File: src/rtl/multi_delay_timer_pkg.sv
// Shared constants for the multi-channel delay timer.
package multi_delay_timer_pkg;

  localparam logic MODE_ONESHOT  = 1'b0;
  localparam logic MODE_PERIODIC = 1'b1;
  localparam int   SYNC_STAGES   = 2;

endpackage

File: src/rtl/multi_delay_timer_if.sv
// Control/status bundle of the delay timer; master drives requests, slave is the timer.
interface multi_delay_timer_if #(
  parameter int N = 4,
  parameter int W = 32
);
  logic [N-1:0]   start;
  logic [N-1:0]   stop;
  logic [N-1:0]   clear_done;
  logic [N-1:0]   periodic;
  logic [N*W-1:0] delay_cnt;
  logic [N-1:0]   busy;
  logic [N-1:0]   done;
  logic [N-1:0]   done_pulse;

  modport master (
    output start, stop, clear_done, periodic, delay_cnt,
    input  busy, done, done_pulse
  );

  modport slave (
    input  start, stop, clear_done, periodic, delay_cnt,
    output busy, done, done_pulse
  );
endinterface

File: src/rtl/delay_timer_channel.sv
// One timer channel: latched delay/mode, non-wrapping counter, stop > start > expiry > clear.
module delay_timer_channel
  import multi_delay_timer_pkg::*;
#(
  parameter int W = 32
) (
  input  logic         clk,
  input  logic         rst,
  input  logic         s_p,
  input  logic         t_p,
  input  logic         c_p,
  input  logic         periodic,
  input  logic [W-1:0] delay_cnt,
  output logic         busy,
  output logic         done,
  output logic         done_pulse
);

  logic [W-1:0] count_q, count_d;
  logic [W-1:0] dly_q, dly_d;
  logic         mode_q, mode_d;
  logic         busy_q, busy_d;
  logic         done_q, done_d;
  logic         pulse_q, pulse_d;
  logic         s_go;
  logic         expiry;

  // A zero delay start is dropped completely, so it cannot clear done either.
  assign s_go   = s_p && (delay_cnt != '0);
  assign expiry = busy_q && (count_q == dly_q);

  always_comb begin
    count_d = count_q;
    dly_d   = dly_q;
    mode_d  = mode_q;
    busy_d  = busy_q;
    done_d  = done_q;
    pulse_d = 1'b0;
    if (t_p) begin
      busy_d = 1'b0;
      done_d = 1'b0;
    end else if (s_go) begin
      dly_d   = delay_cnt;
      mode_d  = periodic;
      count_d = W'(1);
      busy_d  = 1'b1;
      done_d  = 1'b0;
    end else if (expiry) begin
      pulse_d = 1'b1;
      done_d  = 1'b1;
      if (mode_q == MODE_PERIODIC) count_d = W'(1);
      else                         busy_d  = 1'b0;
    end else begin
      if (busy_q) count_d = count_q + W'(1);
      if (c_p)    done_d  = 1'b0;
    end
  end

  always_ff @(posedge clk or posedge rst) begin
    if (rst) begin
      count_q <= '0;
      dly_q   <= '0;
      mode_q  <= MODE_ONESHOT;
      busy_q  <= 1'b0;
      done_q  <= 1'b0;
      pulse_q <= 1'b0;
    end else begin
      count_q <= count_d;
      dly_q   <= dly_d;
      mode_q  <= mode_d;
      busy_q  <= busy_d;
      done_q  <= done_d;
      pulse_q <= pulse_d;
    end
  end

  assign busy       = busy_q;
  assign done       = done_q;
  assign done_pulse = pulse_q;

endmodule

File: src/rtl/edge_sync_pulse.sv
// Synchronises asynchronous level inputs and emits a one-cycle pulse per rising edge.
module edge_sync_pulse
  import multi_delay_timer_pkg::*;
#(
  parameter int WIDTH = 4
) (
  input  logic             clk,
  input  logic             rst,
  input  logic [WIDTH-1:0] async_in,
  output logic [WIDTH-1:0] pulse
);

  logic [SYNC_STAGES-1:0][WIDTH-1:0] sync_q, sync_d;
  logic [WIDTH-1:0]                  edge_q, edge_d;

  always_comb begin
    sync_d = {sync_q[SYNC_STAGES-2:0], async_in};
    edge_d = sync_q[SYNC_STAGES-1];
  end

  always_ff @(posedge clk or posedge rst) begin
    if (rst) begin
      sync_q <= '0;
      edge_q <= '0;
    end else begin
      sync_q <= sync_d;
      edge_q <= edge_d;
    end
  end

  assign pulse = sync_q[SYNC_STAGES-1] & ~edge_q;

endmodule

File: src/rtl/multi_delay_timer.sv
// N-channel delay timer: reset synchroniser, input edge conditioning and per-channel timers.
module multi_delay_timer
  import multi_delay_timer_pkg::*;
#(
  parameter int C_NUM_CHANNELS  = 4,
  parameter int C_COUNTER_WIDTH = 32
) (
  input  logic                clk,
  input  logic                reset,
  multi_delay_timer_if.slave  bus
);

  logic [SYNC_STAGES-1:0]    rst_sync_q, rst_sync_d;
  logic                      rst_int;
  logic [C_NUM_CHANNELS-1:0] s_p, t_p, c_p;
  logic [C_NUM_CHANNELS-1:0] busy_w, done_w, pulse_w;

  // Assertion is immediate; release is delayed until it has crossed the synchroniser.
  always_comb rst_sync_d = {rst_sync_q[SYNC_STAGES-2:0], 1'b0};

  always_ff @(posedge clk or posedge reset) begin
    if (reset) rst_sync_q <= '1;
    else       rst_sync_q <= rst_sync_d;
  end

  assign rst_int = rst_sync_q[SYNC_STAGES-1];

  edge_sync_pulse #(.WIDTH(C_NUM_CHANNELS)) u_sync_start (
    .clk(clk), .rst(rst_int), .async_in(bus.start), .pulse(s_p)
  );
  edge_sync_pulse #(.WIDTH(C_NUM_CHANNELS)) u_sync_stop (
    .clk(clk), .rst(rst_int), .async_in(bus.stop), .pulse(t_p)
  );
  edge_sync_pulse #(.WIDTH(C_NUM_CHANNELS)) u_sync_clear (
    .clk(clk), .rst(rst_int), .async_in(bus.clear_done), .pulse(c_p)
  );

  for (genvar i = 0; i < C_NUM_CHANNELS; i++) begin : g_ch
    delay_timer_channel #(.W(C_COUNTER_WIDTH)) u_ch (
      .clk        (clk),
      .rst        (rst_int),
      .s_p        (s_p[i]),
      .t_p        (t_p[i]),
      .c_p        (c_p[i]),
      .periodic   (bus.periodic[i]),
      .delay_cnt  (bus.delay_cnt[i*C_COUNTER_WIDTH +: C_COUNTER_WIDTH]),
      .busy       (busy_w[i]),
      .done       (done_w[i]),
      .done_pulse (pulse_w[i])
    );
  end

  assign bus.busy       = busy_w;
  assign bus.done       = done_w;
  assign bus.done_pulse = pulse_w;

endmodule

File: src/flat_wrapper.sv
// flat-port wrapper written by rule: the top's interface ports become plain ports
module multi_delay_timer_flat import multi_delay_timer_pkg::*;
#(
  parameter int C_NUM_CHANNELS  = 4,
  parameter int C_COUNTER_WIDTH = 32
)
  (clk, reset, bus_start, bus_stop, bus_clear_done, bus_periodic, bus_delay_cnt, bus_busy, bus_done, bus_done_pulse);
  multi_delay_timer_if #(.N(4), .W(32)) bus_i ();
  input  logic clk;
  input  logic reset;
  input wire logic [$bits(bus_i.start)-1:0] bus_start;
  input wire logic [$bits(bus_i.stop)-1:0] bus_stop;
  input wire logic [$bits(bus_i.clear_done)-1:0] bus_clear_done;
  input wire logic [$bits(bus_i.periodic)-1:0] bus_periodic;
  input wire logic [$bits(bus_i.delay_cnt)-1:0] bus_delay_cnt;
  output wire logic [$bits(bus_i.busy)-1:0] bus_busy;
  output wire logic [$bits(bus_i.done)-1:0] bus_done;
  output wire logic [$bits(bus_i.done_pulse)-1:0] bus_done_pulse;
  assign bus_i.start = bus_start;
  assign bus_i.stop = bus_stop;
  assign bus_i.clear_done = bus_clear_done;
  assign bus_i.periodic = bus_periodic;
  assign bus_i.delay_cnt = bus_delay_cnt;
  assign bus_busy = bus_i.busy;
  assign bus_done = bus_i.done;
  assign bus_done_pulse = bus_i.done_pulse;
  multi_delay_timer #(.C_NUM_CHANNELS(C_NUM_CHANNELS), .C_COUNTER_WIDTH(C_COUNTER_WIDTH)) u_core (.clk(clk), .reset(reset), .bus(bus_i));
endmodule
File: config.mk
export PLATFORM = sky130hd
export DESIGN_NAME = multi_delay_timer_flat
export DESIGN_NICKNAME = d
export VERILOG_FILES = /design/src/rtl/multi_delay_timer_pkg.sv /design/src/rtl/multi_delay_timer_if.sv /design/src/rtl/delay_timer_channel.sv /design/src/rtl/edge_sync_pulse.sv /design/src/rtl/multi_delay_timer.sv /design/src/flat_wrapper.sv
export SDC_FILE = /design/constraint.sdc
export NUM_CORES = 1
export LEC_CHECK = 0
export CAP_MARGIN = 25
export CORE_MARGIN = 2
export CORE_UTILIZATION = 43
export CTS_CLUSTER_DIAMETER = 30
export DETAILED_ROUTE_END_ITERATION = 6
export SYNTH_ARGS = -nofsm -noshare
export SYNTH_HDL_FRONTEND = slang
export SYNTH_SLANG_ARGS = --single-unit
File: constraint.sdc
create_clock -name clk -period 9.8 [get_ports clk]
set_input_delay 2.45 -clock clk [delete_from_list [all_inputs] [get_ports clk]]
set_output_delay 2.45 -clock clk [all_outputs]
set_load 0.01 [all_outputs]
==> results by group <==
Detailed routing
  • DRC viols: 0
  • Via count: 12.81k
  • DRT iter0 DRCs: roughly 850
  • Avg WL per Cell: 19.31 um
  • WL met2: roughly 20,000 um
  • Met1 WL: between 15,000 and 20,000 um
  • Uppermost routed layer: met5
  • First-pass DRT Iterations: 5
  • Final ANT Viol Nets: 0
  • Via density per instance: 5.739
  • Routed WL: approximately 43,000 um
  • Metal3 WL: 2247 um

STA
  • Slew @ Worst Pin: 1.060 ns
  • TNS Setup: 0 ns
  • Post-route setup slack: 4.575 ns
  • RSZ-0062 raised after global routing: false
  • Highest clock rate: between 150 and 200 MHz
  • Clock skew after layout: 0.02306 ns
  • Slew Limit Fails: 0
  • Slew HR: 29.35%
  • Final critical-path required period: 5.225 ns
  • Worst hold margin: 0.3421 ns
  • Final Cycle Share: 53.32%
  • Final Hold Fails: 0
  • Final setup viols: 0

Yosys
  • Number of distinct library cells after synthesis: 57
  • Post-Syn Instances: 1,534
  • Compound-Gate Fraction of Synth Area: between 10% and 20%
  • Count leader, synth: dfrtp_1
  • Share of the synthesized area in the top cell type: 48.68%
  • Top_reg_cell synth: dfrtp_1
  • XOR/XNOR Fraction of Synth Area: about 7.1%
  • Sequential fraction of the synthesis area: 49.01%
  • Post-synth EDFFs: 0
  • Synth warn: 0
  • Synth area leader: dfrtp_1
  • Post-synth top cells: 308 x dfrtp_1, 135 x mux2_2, 123 x inv_1
  • Average cell area after synthesis: 10.32 um2
  • Post-Synth Adder-Cell Area: 0.3161%
  • Cell area after synthesis: 15,830 um2
  • Mux cell area share after synthesis: 9.664%
  • Flops & latches, synth: 310
  • Largest family of logic cells by synthesized area: simple AND/OR/NAND/NOR gates
  • Ranking of synthesized cells by area: dfrtp_1 49%, mux2_2 9.6%, o221ai_1 4.8%
  • Async S/R FF share, synth: 100.0%
  • Synth Area in Simple Gates: between 10% and 20%
  • Syn Nets: ~1.7k

Finish
  • Final nets: 1,847
  • Fin cells: 2,232
  • Top Registers: u_core.g_ch.u_ch.count_q x128, u_core.g_ch.u_ch.dly_q x128
  • Final core utilization: 56.98%
  • Synthesis-to-layout area growth: 31.12%
  • Layout cells sized above 1: 17.70%
  • Finished Cell Area: 20,760 um2

Critical path
  • RR Startpoint: u_core.g_ch[2].u_ch.count_q[0]$_DFFE_PP0P_
  • Critical Path RT: 10.27 ns
  • Critical Path AT: 5.69 ns
  • CP Max Fanout: 14
  • Critical setup path kind: primary input to register
  • R2R Setup Slk: approximately 6.7 ns
  • CP Cell Sequence: clkdlybuf4s50_1 > nor4_1 > nand4_1 > o21ai_1 > and3_1 > nand2_1 > o221ai_1
  • Startpoint Class: primary input
  • R2R depth: 7
  • Setup crit start: bus_delay_cnt[65]
  • Crit end category: register
  • Slowest Stage Delay on Critical Path: 0.79 ns
  • Slowest cell on crit path: o21ai_1
  • Reg-to-Reg End: u_core.g_ch[2].u_ch.count_q[30]$_DFFE_PP0P_
  • CP endpoint: u_core.g_ch[2].u_ch.count_q[3]$_DFFE_PP0P_

Global route
  • Grt ovf: 0
  • Tot GR Track Use: 22.80%
  • Largest net degree at the start of global routing: approximately 200
  • Initial antenna violation count: 1
  • First-pass GRT wire length: 69,810 um
  • Vias in the first global route: 13.02k

Clocking
  • Clk buf depth: 3
  • Clock-pin slew on the worst setup and hold paths: approximately 0.040 ns
  • # clock sinks: 310
  • Worst skew pair latency: around 0.59 ns
  • Hold-fix buffers, CTS: 0
  • Root Driver: clkbuf_16
  • CTS buffer count: 84
  • H-Tree Depth: 3
  • Post-CTS Setup Bufs: 0
  • CTS tree: yes
  • # resized after CTS: 0

Floorplanning
  • Die Width: 195.9 um
  • Die area: between 30,000 and 40,000 um2
  • Initial core utilization: 43.46%
  • Die height: 195.9 um
  • IO Count: about 160
  • Core ar.: 36,430 um2
  • Row Count: 70

Placement
  • Placed cell count: 2,077
  • # port buffers: 157
  • Worst slack, placed: 3.513 ns
  • GP Congestion: 0.8491
  • DP Area: 17,740 um2
  • DP Wirelength: 29,120 um

Pwr
  • Total Power: ~4.9 mW
  • P_leak: between 8 and 9 nW
  • Peak supply drop: 142.8 uV
  • PwrDens: between 200 and 250 nW/um2

Run
  • Number of max-cap violations: 0

Worst hold path
  • Min-delay worst type: register to register

Run status
  • Status: complete, no violations
==> worst max-delay path: cells and delay by family <==
family	cells	cell delay, ns
compound gates	2	1.13
buf+inv	1	0.43
simple gates	4	1.66
==> worst min path at each step <==
stage               cells past startpoint                                       to                                     from
global placement                        0  u_core.u_sync_clear.edge_d[2]$_DFF_PP0_  u_core.u_sync_clear.sync_d[6]$_DFF_PP0_
global route                            0   u_core.u_sync_stop.edge_d[0]$_DFF_PP0_   u_core.u_sync_stop.sync_d[4]$_DFF_PP0_
floorplan                               0  u_core.u_sync_clear.edge_d[0]$_DFF_PP0_  u_core.u_sync_clear.sync_d[4]$_DFF_PP0_
detailed placement                      0   u_core.u_sync_stop.edge_d[0]$_DFF_PP0_   u_core.u_sync_stop.sync_d[4]$_DFF_PP0_
CTS                                     0   u_core.u_sync_stop.edge_d[0]$_DFF_PP0_   u_core.u_sync_stop.sync_d[4]$_DFF_PP0_
finish                                  0   u_core.u_sync_stop.edge_d[0]$_DFF_PP0_   u_core.u_sync_stop.sync_d[4]$_DFF_PP0_
==> layout make-up <==
cell class              count  area [um2]
well taps                 468       585.6
inverters                 123       469.2
clock buffers             102        2271
fillers                  3107       15670
clock inverters            50       701.9
repair buffers            175        1747
flip-flops and latches    310        7760
multi-input cells        1003        7224
diodes                      1       2.502
==> routing by layer <==
layer / vias to the layer above / track usage, %
li1: 6023 / -
met1: 6329 / 30.80
met2: 365 / 35.94
met3: 90 / 4.659
met4: 2 / 9.371
met5: - / 0
==> placed cells by master (no fill, tap or decap), types with 57 or more instances in the layout <==
cell type,instances
clkbuf_16,85
clkdlybuf4s50_1,157
dfrtp_1,308
inv_1,122
mux2_2,135
nand2_1,85
nand3_1,97
nand4_1,94
nor4_1,57
o221ai_1,86
xnor2_1,63
xor2_1,65
==> cells by family (layout without fill, tap and decap cells) <==
family / Yosys count / after routing
simple gates: 526 / 526
compound gates: 208 / 208
flops: 310 / 310
buf+inv: 221 / 450
fa+ha+maj: 4 / 4
xor+xnor: 128 / 128
mux: 136 / 136
other cells: 1 / 2
==> power breakdown <==
part	leakage (nW)	switching (mW)	internal, mW
sequential	3.87	0.143	1.43
combinational	3.02	0.257	0.263
clock	1.43	0.837	2.01
total	8.32	1.24	3.70
Note: power is estimated with default switching activity, not from simulation.
